`src/rtl/imm_extend_pipe.sv`:
```
// Registered immediate extender with a valid/ready output stage.
// Define IMM_FUSE_EN to fuse a CALL upper immediate (101) with the following I-type immediate.
module imm_extend_pipe #(
  parameter int DATA_WIDTH   = 32,
  parameter int FUSE_TIMEOUT = 4
) (
  input  logic                  clk,
  input  logic                  rst_n,
  input  logic                  flush,
  input  logic                  in_valid,
  output logic                  in_ready,
  input  logic [31:0]           instr,
  input  logic [2:0]            ImmSrc,
  output logic                  out_valid,
  input  logic                  out_ready,
  output logic [DATA_WIDTH-1:0] ImmOp,
  output logic                  imm_fused
);

  function automatic logic [31:0] ext32(input logic [31:0] iw, input logic [2:0] src);
    logic [31:0] r;
    case (src)
      3'b001:  r = {{17{iw[28]}}, iw[28:14]};
      3'b010:  r = {{17{iw[28]}}, iw[28:19], iw[4:0]};
      3'b011:  r = {{4{iw[28]}}, iw[28:13], iw[9:0], 2'b00};
      3'b100:  r = {{14{iw[28]}}, iw[28:13], 2'b00};
      3'b101:  r = {iw[28:9], 12'b0};
      default: r = {{18{iw[27]}}, iw[27:14]};
    endcase
    return r;
  endfunction

  logic                  valid_q, valid_d;
  logic [DATA_WIDTH-1:0] imm_q, imm_d;
  logic                  out_free;
  logic [DATA_WIDTH-1:0] ext_dw;
  logic                  unused_bits;

  assign out_free  = !valid_q || out_ready;
  assign ext_dw    = DATA_WIDTH'(signed'(ext32(instr, ImmSrc)));
  assign out_valid = valid_q;
  assign ImmOp     = imm_q;

`ifdef IMM_FUSE_EN
  typedef enum logic {S_IDLE, S_HOLD} state_t;

  localparam logic [3:0] TO_LIM  = 4'(FUSE_TIMEOUT);
  localparam logic [3:0] TO_LAST = 4'(FUSE_TIMEOUT - 1);

  state_t                state_q, state_d;
  logic [19:0]           upper_q, upper_d;
  logic [3:0]            cnt_q, cnt_d;
  logic                  fused_q, fused_d;
  logic                  is_itype;
  logic [DATA_WIDTH-1:0] upper_dw, lower_dw;

  assign unused_bits = ^instr[31:29];
  assign imm_fused   = fused_q;
  assign is_itype    = (ImmSrc == 3'b000) || (ImmSrc[2:1] == 2'b11);
  assign upper_dw    = DATA_WIDTH'(signed'({upper_q, 12'b0}));
  assign lower_dw    = DATA_WIDTH'(signed'({{18{instr[27]}}, instr[27:14]}));

  always_comb begin
    state_d  = state_q;
    upper_d  = upper_q;
    cnt_d    = cnt_q;
    valid_d  = valid_q && !out_ready;
    imm_d    = imm_q;
    fused_d  = fused_q;
    in_ready = 1'b0;
    if (flush || !rst_n) begin
      valid_d = 1'b0;
      cnt_d   = '0;
      state_d = S_IDLE;
    end else begin
      case (state_q)
        S_IDLE: begin
          in_ready = out_free;
          if (in_valid && out_free) begin
            if (ImmSrc == 3'b101) begin
              upper_d = instr[28:9];
              cnt_d   = '0;
              state_d = S_HOLD;
            end else begin
              valid_d = 1'b1;
              imm_d   = ext_dw;
              fused_d = 1'b0;
            end
          end
        end
        S_HOLD: begin
          if (in_valid && is_itype) begin
            in_ready = out_free;
            if (out_free) begin
              valid_d = 1'b1;
              imm_d   = upper_dw + lower_dw;
              fused_d = 1'b1;
              state_d = S_IDLE;
            end
          end else if (in_valid) begin
            // Non-partner instruction stalls here; the upper drains alone first.
            if (out_free) begin
              valid_d = 1'b1;
              imm_d   = upper_dw;
              fused_d = 1'b0;
              state_d = S_IDLE;
            end
          end else begin
            cnt_d = (cnt_q >= TO_LIM) ? cnt_q : cnt_q + 4'd1;
            if (cnt_q >= TO_LAST && out_free) begin
              valid_d = 1'b1;
              imm_d   = upper_dw;
              fused_d = 1'b0;
              state_d = S_IDLE;
            end
          end
        end
        default: state_d = S_IDLE;
      endcase
    end
  end

  always_ff @(posedge clk) begin
    if (!rst_n) begin
      state_q <= S_IDLE;
      upper_q <= '0;
      cnt_q   <= '0;
      valid_q <= 1'b0;
      imm_q   <= '0;
      fused_q <= 1'b0;
    end else begin
      state_q <= state_d;
      upper_q <= upper_d;
      cnt_q   <= cnt_d;
      valid_q <= valid_d;
      imm_q   <= imm_d;
      fused_q <= fused_d;
    end
  end
`else
  assign unused_bits = ^{instr[31:29], 4'(FUSE_TIMEOUT)};
  assign imm_fused   = 1'b0;

  always_comb begin
    valid_d  = valid_q && !out_ready;
    imm_d    = imm_q;
    in_ready = 1'b0;
    if (flush || !rst_n) begin
      valid_d = 1'b0;
    end else begin
      in_ready = out_free;
      if (in_valid && out_free) begin
        valid_d = 1'b1;
        imm_d   = ext_dw;
      end
    end
  end

  always_ff @(posedge clk) begin
    if (!rst_n) begin
      valid_q <= 1'b0;
      imm_q   <= '0;
    end else begin
      valid_q <= valid_d;
      imm_q   <= imm_d;
    end
  end
`endif

endmodule

```
`config.mk`:
```
export PLATFORM = sky130hd
export DESIGN_NAME = imm_extend_pipe
export DESIGN_NICKNAME = d
export VERILOG_FILES = /design/src/rtl/imm_extend_pipe.sv
export SDC_FILE = /design/constraint.sdc
export NUM_CORES = 1
export LEC_CHECK = 0
export CELL_PAD_IN_SITES_DETAIL_PLACEMENT = 0
export CELL_PAD_IN_SITES_GLOBAL_PLACEMENT = 1
export CORE_MARGIN = 2
export CORE_UTILIZATION = 30
export CTS_CLUSTER_SIZE = 24
export DETAILED_ROUTE_END_ITERATION = 12
export GPL_ROUTABILITY_DRIVEN = 0
export PLACE_DENSITY_LB_ADDON = 0.25
export SETUP_SLACK_MARGIN = 0.2
export SYNTH_ARGS = -nofsm -noshare
export SYNTH_HDL_FRONTEND = slang
export SYNTH_SLANG_ARGS = --single-unit
export TNS_END_PERCENT = 50
```
`constraint.sdc`:
```
create_clock -name clk -period 1.5 [get_ports clk]
set_clock_uncertainty 0.05 [all_clocks]
set_input_delay 0.15 -clock clk [delete_from_list [all_inputs] [get_ports clk]]
set_output_delay 0.15 -clock clk [all_outputs]
set_load 0.01 [all_outputs]
```
# Yosys cells after proc, flatten, opt, wreduce, memory -nomap -nowiden
# Index checks and enable logic that the tools add are counted.
[classes]
eq_ne = 5
n_mux = 3
bitwise = 2
n_reduce_logical = 9
[op_table]
columns = ["op", "n"]
rows = [
  ["$pmux W32 S5", 1],
  ["$eq A3 B2 Y1 const B", 2],
  ["$eq A3 B3 Y1 const B", 2],
  ["$eq A3 B1 Y1 const B", 1],
  ["$logic_not A1 Y1", 3],
  ["$logic_and A1 B1 Y1", 2],
  ["$logic_or A1 B1 Y1", 2],
  ["$mux W1", 2],
  ["$not A1 Y1", 2],
  ["$reduce_and A2 Y1", 1],
  ["$reduce_or A2 Y1", 1],
]
[word_totals]
reg_bits = 33
input_bits = 40
output_inout_bits = 35

# Longest topological paths before layout
# Gate-level depths: netlist of the first run.
[logic_depth]
depth_word = 4
mapped_depth = 7

# Worst setup path before layout of the first run
# OpenSTA, ideal clock, no wires.
[synth_path]
path_type = "reg-to-reg"
startpoint = "register valid_q, in the netlist out_valid"
endpoint = "register imm_q[27], in the netlist ImmOp[27]"
setup_time_ns = 0.119
arrival_time_ns = 1.224
slack_ns = 0.107
path_stages_with_launch = 5
path_buffers = 0
cell_sequence = "dfxtp_1 nor2b_1 nor3b_4 nand4_1 o221a_2"
[synth_via]
elab_chain_len = 4
[synth_lines]
columns = ["item", "line_no", "text"]
rows = [
  ["start, declared", "33", "logic valid_q, valid_d;"],
  ["start signal, assigned", "164", "valid_q <= valid_d;"],
  ["$logic_not A1 Y1", "39", "assign out_free = !valid_q || out_ready;"],
  ["$logic_or A1 B1 Y1", "39", ""],
  ["$logic_and A1 B1 Y1", "152", "if (in_valid && out_free) begin"],
  ["$reduce_and A2 Y1 (no line)", "-", ""],
  ["end signal, assigned", "165", "imm_q <= imm_d;"],
  ["end, declared", "34", "logic [DATA_WIDTH-1:0] imm_q, imm_d;"],
]
# Every way passes these cells.
# A chain may end at the register's enable or synchronous reset.

# Final worst setup path of the first run
[layout_path]
startpoint = "register valid_q, in the netlist out_valid"
endpoint = "register imm_q[20], in the netlist ImmOp[20]"
# Same word-level chain as after synthesis.

==> impl_metrics.py, run 1 <==
metrics = {
    "synth": {
        "yosysWarnings": 0,
        "synth_ff_type": "dfxtp_1",
        "synth_edf_count": 0,
        "yosysSeqAreaShare_pct": 36.0,
        "synthSimpleGateAreaFrac_pct": 17.9,
        "synth_compound_area_share_pct": 35.0,
        "synth_top_family_by_area": "compound AO/OA/AOI/OAI gates",
        "syn_inst": 222,
        "ys_types": 42,
        "ys_ff_latch": 33,
        "synthMuxAreaShare_pct": 3.95,
        "synth_area_um2": 1840,
        "synth.top_cell.area_share_pct": 36.0,
        "synth_xor_area_share_pct": 0.477,
        "syn_area_per_cell_um2": 8.27,
        "yosysTopAreaCell": "dfxtp_1",
        "synth_fa_ha_area_share_pct": 0,
        "synth_nets": 262,
        "synth_area_leaders": "dfxtp_1 (36%), o21ai_0 (7.6%), a21oi_1 (6.8%), nand2_1 (5.1%), a22o_1 (4.3%)",
        "async_reset_ff_share_pct": 0,
    },
    "routing": {
        "wl_met3_um": 590,
        "dr.pass1.iters": 7,
        "drt_wl_total_um": 6710,
        "maxUsedRoutingLayer": "met4",
        "met2_length_um": 3100,
        "drtIter0Drc": 149,
        "via_count": 2149,
        "vias_per_cell": 5.39,
        "drc": 0,
        "wl_per_cell_um": 16.8,
        "wl_met1_um": 2960,
        "ant_nets": 0,
    },
    "clocking": {
        "numCtsBuffers": 5,
        "clk_pin_slew_ps": 70,
        "cts_sinks": 33,
        "clock-root-buffer": "clkbuf_8",
        "htreeDepth": 2,
        "clk_latency_ps": 280,
        "tritoncts": "yes",
        "clock_path_buffers": 2,
    },
    "final_layout": {
        "nNetsFinal": 363,
        "antenna_cells": 0,
        "layout-drive-gt1-share_pct": 21.9,
        "final_cell_area_um2": 3110,
        "area_growth_pct": 69.3,
    },
    "global_route": {
        "grtUsageTotal_pct": 19.9,
        "grt_pass1_vias": 1989,
        "overflow": 0,
        "grt_max_degree": 33,
        "antenna_found_initial": 0,
        "grt_pass1_wl_um": 10100,
    },
    "worst_setup_path": {
        "arrival_ps": 1550,
        "end_kind": "flop",
        "reg2reg_slack_ps": 80,
        "critPathLaunch": "out_valid",
        "cp.required_ps": 1630,
        "crit_path_max_fanout": 10,
        "reg2reg_to": "ImmOp[20]",
        "reg2reg_from": "out_valid",
        "ff2ff_path_depth": 6,
        "path_class": "reg -> reg",
        "worstSetupStartpointType": "flop",
    },
    "hold_path": {
        "worst_hold_path.endpoint": "out_valid",
        "hold_path.class": "in -> reg",
        "holdCritStartpoint": "flush",
        "hold_depth": 4,
    },
    "sta": {
        "setup_ws_ps": 77.5,
        "fin_crit_ps": 1420,
        "period_share_pct": 94.8,
        "hold_viol": 0,
        "final_max_slew_viol_count": 0,
        "tns_ps": 0,
        "max_freq_ghz": 0.703,
        "rsz0062_at_grt": "yes",
        "final-setup-viol-count": 0,
    },
    "floorplanning": {
        "core_um2": 5920,
        "core.rowCount": 28,
        "die_w_um": 82.2,
        "die_height_um": 82.2,
        "die_area_um2": 6760,
        "io_pins": 75,
        "start_util_pct": 31.0,
    },
    "run_status": {
        "status": "completed",
    },
    "placement": {
        "place_area_um2": 2840,
        "dp_hpwl_um": 4740,
        "dp_slack_ps": -375,
        "port_buffers": 70,
    },
    "power_and_ir_drop": {
        "power_density_nw_per_um2": 805,
        "p_total_mw": 2.50,
        "power_leakage_nw": 1.48,
        "ir_drop_mv": 0.635,
    },
    "job": {
        "maxCapViolCount": 0,
    },
}
[timing repair]
item / CTS / global route
endpoints found under the setup margin: 66 / 65
gates resized for setup: 17 / 28
hold buffers: 0 / 0
buffers inserted: 0 / 2
hold endpoints to repair: 0 / 0
pin swaps: 5 / 1
gates cloned: 0 / 2
[kinds of logic (layout without fill, tap and decap cells)]
family | Yosys count | after routing
flip-flops | 33 | 33
XOR/XNOR | 1 | 1
buffers and inverters | 23 | 125
multiplexers | 7 | 7
other | 1 | 1
AO/OA/AOI/OAI | 96 | 96
AND/OR/NAND/NOR | 61 | 61
[critical path, cell delays in order, from the launching register on]
cell	delay, ps
dfxtp_2	320
nor2b_4	130
nor3b_4	240
buf_6	150
and4_1	200
buf_6	150
a21oi_1	70
[synthesized netlist by cell type (all sizes together), types with 5 or more instances]
library cell / number
a222oi: 7
mux2i: 5
a31oi: 5
nand2: 25
dfxtp: 33
clkbuf: 6
buf: 15
o2bb2ai: 5
nor2: 11
o21ai: 29
a21oi: 25
and2: 5
a22o: 9
[stage by stage]
step | utilization, % | hold slack, ps | cells
2_1_floorplan | - | 221 | 222
3_3_place_gp | 47.9 | 472 | 387
3_5_place_dp | 47.9 | 481 | 387
4_1_cts | 50.5 | 343 | 395
5_1_grt | 52.5 | 272 | 399
6_report | 52.5 | 257 | 399
[layout make-up]
type                            count  area (um^2)
Clock buffer                        7         86.3
Clock inverter                      1         30.0
Fill cell                         568         2810
Inverter                            2         7.51
Multi-Input combinational cell    166         1100
Sequential cell                    33          662
Tap cell                           75         93.8
Timing Repair Buffer              115         1130
[worst max-delay path by stage]
stage / endpoint / slack (ps) / cells past startpoint
after floorplan: ImmOp[0] / 200 / 5
after global placement: ImmOp[13] / -330 / 6
after detailed placement: ImmOp[30] / -380 / 6
after CTS: ImmOp[12] / 90 / 1
after global routing: ImmOp[20] / -10 / 6
final: ImmOp[20] / 80 / 6
[cell usage in the layout, fill, tap and decap left out, types with 2 or more instances in the layout]
| cell type | netlist | layout |
|---|---|---|
| clkbuf_8 | 0 | 6 |
| clkdlybuf4s50_1 | 0 | 48 |
| a22oi_1 | 2 | 2 |
| and2_1 | 5 | 5 |
| a22o_1 | 9 | 9 |
| o2bb2ai_1 | 5 | 5 |
| dlymetal6s2s_1 | 0 | 16 |
| a222oi_1 | 7 | 7 |
| buf_6 | 0 | 6 |
| nor3_1 | 3 | 2 |
| a32oi_1 | 3 | 3 |
| mux2_2 | 2 | 2 |
| inv_1 | 2 | 2 |
| nand2_1 | 25 | 25 |
| a31oi_1 | 5 | 5 |
| o221a_2 | 4 | 4 |
| mux2i_1 | 5 | 5 |
| dlygate4sd2_1 | 0 | 5 |
| nand2b_1 | 3 | 2 |
| nor2b_4 | 0 | 3 |
| a21oi_1 | 25 | 24 |
| nand3b_1 | 3 | 3 |
| nor2_1 | 10 | 10 |
| o21ai_0 | 28 | 27 |
| buf_4 | 5 | 36 |
| dfxtp_1 | 33 | 32 |
[report_power, final]
part           leakage [nW]  switching [mW]  internal [mW]
combinational          1.15           0.299          0.362
sequential            0.272          0.0276          0.931
clock                0.0585           0.343          0.542
total                  1.48           0.670           1.83
[layer usage]
layer	vias up	track usage [%]
met5	-	0
met4	0	5.50
met3	7	4.78
met2	108	31.5
met1	990	27.0
li1	1044	-
[registers in the layout (all words and copies together), names as in the netlist]
| name | count |
|---|---|
| ImmOp | 32 |
| out_valid | 1 |
Power figures use the tool's default switching activity.
==> run 2, diff against run 1 <==
--- a/config.mk
+++ b/config.mk
@@ -5,6 +5,7 @@
 export SDC_FILE = /design/constraint.sdc
 export NUM_CORES = 1
 export LEC_CHECK = 0
+export CAP_MARGIN = 0
 export CELL_PAD_IN_SITES_DETAIL_PLACEMENT = 0
 export CELL_PAD_IN_SITES_GLOBAL_PLACEMENT = 1
 export CORE_MARGIN = 2
==> results of run 2 <==
Same layout as run 1: the final DEF is identical, and so are final timing and power.
==> run 3, diff against run 2 <==
--- a/config.mk
+++ b/config.mk
@@ -13,6 +13,7 @@
 export CTS_CLUSTER_SIZE = 24
 export DETAILED_ROUTE_END_ITERATION = 12
 export GPL_ROUTABILITY_DRIVEN = 0
+export HOLD_SLACK_MARGIN = 0.02
 export PLACE_DENSITY_LB_ADDON = 0.25
 export SETUP_SLACK_MARGIN = 0.2
 export SYNTH_ARGS = -nofsm -noshare
==> constraint.sdc (replaced) <==
create_clock -name clk -period 1.38 [get_ports clk]
set_clock_uncertainty 0.05 [all_clocks]
set_input_delay 0.138 -clock clk [delete_from_list [all_inputs] [get_ports clk]]
set_output_delay 0.138 -clock clk [all_outputs]
set_load 0.01 [all_outputs]
==> run 3 against run 2 <==
Effect of this change:
- the run now ends with setup timing left
- total power decreased by 0.76%
- register-to-register slack got worse by 90 ps
- sequential cell count unchanged
- critical path depth decreased by 2
- die area unchanged
- sequential power increased by 9%
- first-iteration DRC count decreased by 19%
- sequential share of layout area decreased by 0.28 points
- hold slack got worse by 33 ps
- critical path type unchanged
- critical endpoint is now ImmOp[29]
==> impl_metrics.py, run 3 (synthesized netlist as in run 1, its figures left out) <==
metrics = {
    "worst_setup_path": {
        "max_stage_delay_ps": 320,
        "ff2ff_path_depth": 4,
        "arrival_ps": 1520,
        "worstSetupStartpointType": "flop",
        "cp.required_ps": 1510,
        "reg2reg_to": "ImmOp[29]",
        "reg2reg_slack_ps": -9,
        "crit_path_max_fanout": 5,
        "crit_end": "ImmOp[29]",
        "path_class": "reg -> reg",
        "reg2reg_from": "out_valid",
        "path_cells": "nor2b_4 > nor3b_4 > nand4_1 > o221a_2",
        "end_kind": "flop",
        "cpMaxStageDelayCell": "dfxtp_2",
        "critPathLaunch": "out_valid",
    },
    "global_route": {
        "grt_pass1_vias": 2022,
        "grt_pass1_wl_um": 10400,
        "grtUsageTotal_pct": 20.3,
        "antenna_found_initial": 0,
        "overflow": 0,
        "grt_max_degree": 33,
    },
    "sta": {
        "period_share_pct": 101,
        "max_freq_ghz": 0.720,
        "setup_ws_ps": -8.96,
        "fin_crit_ps": 1390,
        "tns_ps": -8.96,
        "hold_viol": 0,
        "rsz0062_at_grt": "yes",
        "final_max_slew_viol_count": 0,
        "final-setup-viol-count": 1,
    },
    "floorplanning": {
        "die_w_um": 82.2,
        "start_util_pct": 31.0,
        "die_height_um": 82.2,
        "io_pins": 75,
        "core.rowCount": 28,
        "die_area_um2": 6760,
        "core_um2": 5920,
    },
    "placement": {
        "dp_cells": 389,
        "dp_hpwl_um": 4790,
        "place_area_um2": 2910,
        "port_buffers": 70,
        "dp_slack_ps": -537,
    },
    "final_layout": {
        "largest_reg_flops": 32,
        "final_cell_area_um2": 3160,
        "stdcell_count": 403,
        "nNetsFinal": 367,
        "num-fill-cells": 601,
        "area_growth_pct": 72.3,
        "final_common_cell": "buf_4",
        "antenna_cells": 0,
        "most-common-layout-cells": "buf_4 (37), dlygate4sd2_1 (36), clkdlybuf4s50_1 (31)",
        "layout-drive-gt1-share_pct": 30.2,
    },
    "power_and_ir_drop": {
        "ir_drop_mv": 0.435,
        "power_leakage_nw": 1.37,
        "power_density_nw_per_um2": 785,
    },
    "routing": {
        "wl_per_cell_um": 16.5,
        "dr.pass1.iters": 4,
        "ant_nets": 0,
        "vias_per_cell": 5.23,
        "drc": 0,
        "drtIter0Drc": 121,
        "via_count": 2107,
        "drt_wl_total_um": 6650,
    },
    "clocking": {
        "clk_latency_ps": 280,
        "clock-root-buffer": "clkbuf_8",
        "htreeDepth": 2,
        "cts_sinks": 33,
        "numCtsBuffers": 5,
        "clock_path_buffers": 2,
        "clk_pin_slew_ps": 70,
        "tritoncts": "yes",
    },
    "job": {
        "maxCapViolCount": 0,
    },
    "run_status": {
        "status": "finished, violations left",
        "failed_checks": "setup timing",
    },
    "hold_path": {
        "hold_path.class": "in -> reg",
    },
}
==> run 3: through the flow <==
step | hold slack, ps | total power, mW | util [%]
2_1_floorplan | 209 | 1.37 | -
3_3_place_gp | 471 | 1.77 | 49.2
3_5_place_dp | 474 | 1.77 | 49.2
4_1_cts | 351 | 2.50 | 52.4
5_1_grt | 236 | 2.62 | 53.4
6_report | 223 | 2.49 | 53.4
==> run 3: where the power goes <==
part           internal, mW  switching (mW)  total, mW
sequential             1.01          0.0339       1.05
clock                 0.349           0.356      0.705
combinational         0.389           0.344      0.733
total                  1.75           0.734       2.49
==> run 3: timing repair <==
| action | 4_1_cts | 5_1_grt |
|---|---|---|
| endpoints found under the setup margin | 66 | 34 |
| hold buffers | 0 | 0 |
| gates cloned | 2 | 1 |
| buffers inserted | 3 | 0 |
| pin swaps | 9 | 11 |
| gates resized for setup | 81 | 12 |
==> run 3: routing by layer <==
| layer | up-vias | track usage (%) | part of all wire (%) |
|---|---|---|---|
| met1 | 968 | 27.6 | 45 |
| met3 | 4 | 3.59 | 6.9 |
| li1 | 1048 | - | - |
| met5 | - | 0 | 0 |
| met4 | 0 | 5.00 | 0.60 |
| met2 | 87 | 33.4 | 48 |
==> run 3: critical path: cells and delay by family, from the launching register on <==
| family | cells | cell delay [ps] |
|---|---|---|
| and+or+nand+nor | 3 | 620 |
| DFF | 1 | 320 |
| AOI/OAI and AO/OA | 1 | 290 |
==> run 3: cell type report <==
cell class,instances,area [um^2],area share [%]
sequential,33,664,21.0
clock buffer,6,72.6,2.29
clock inverter,2,10.0,0.316
inverter,2,7.51,0.237
timing repair buffer,119,1110,35.0
tap,75,93.8,2.97
multi-input combinational,166,1210,38.2
==> run 3: worst min path at each step <==
stage	startpoint	end	slack, ps	cells past startpoint
floorplan	in_valid	out_valid	210	2
global placement	ImmOp[0]	ImmOp[0]	470	2
detailed placement	ImmOp[0]	ImmOp[0]	470	2
CTS	flush	out_valid	350	4
global route	rst_n	out_valid	240	4
finish	rst_n	out_valid	220	4
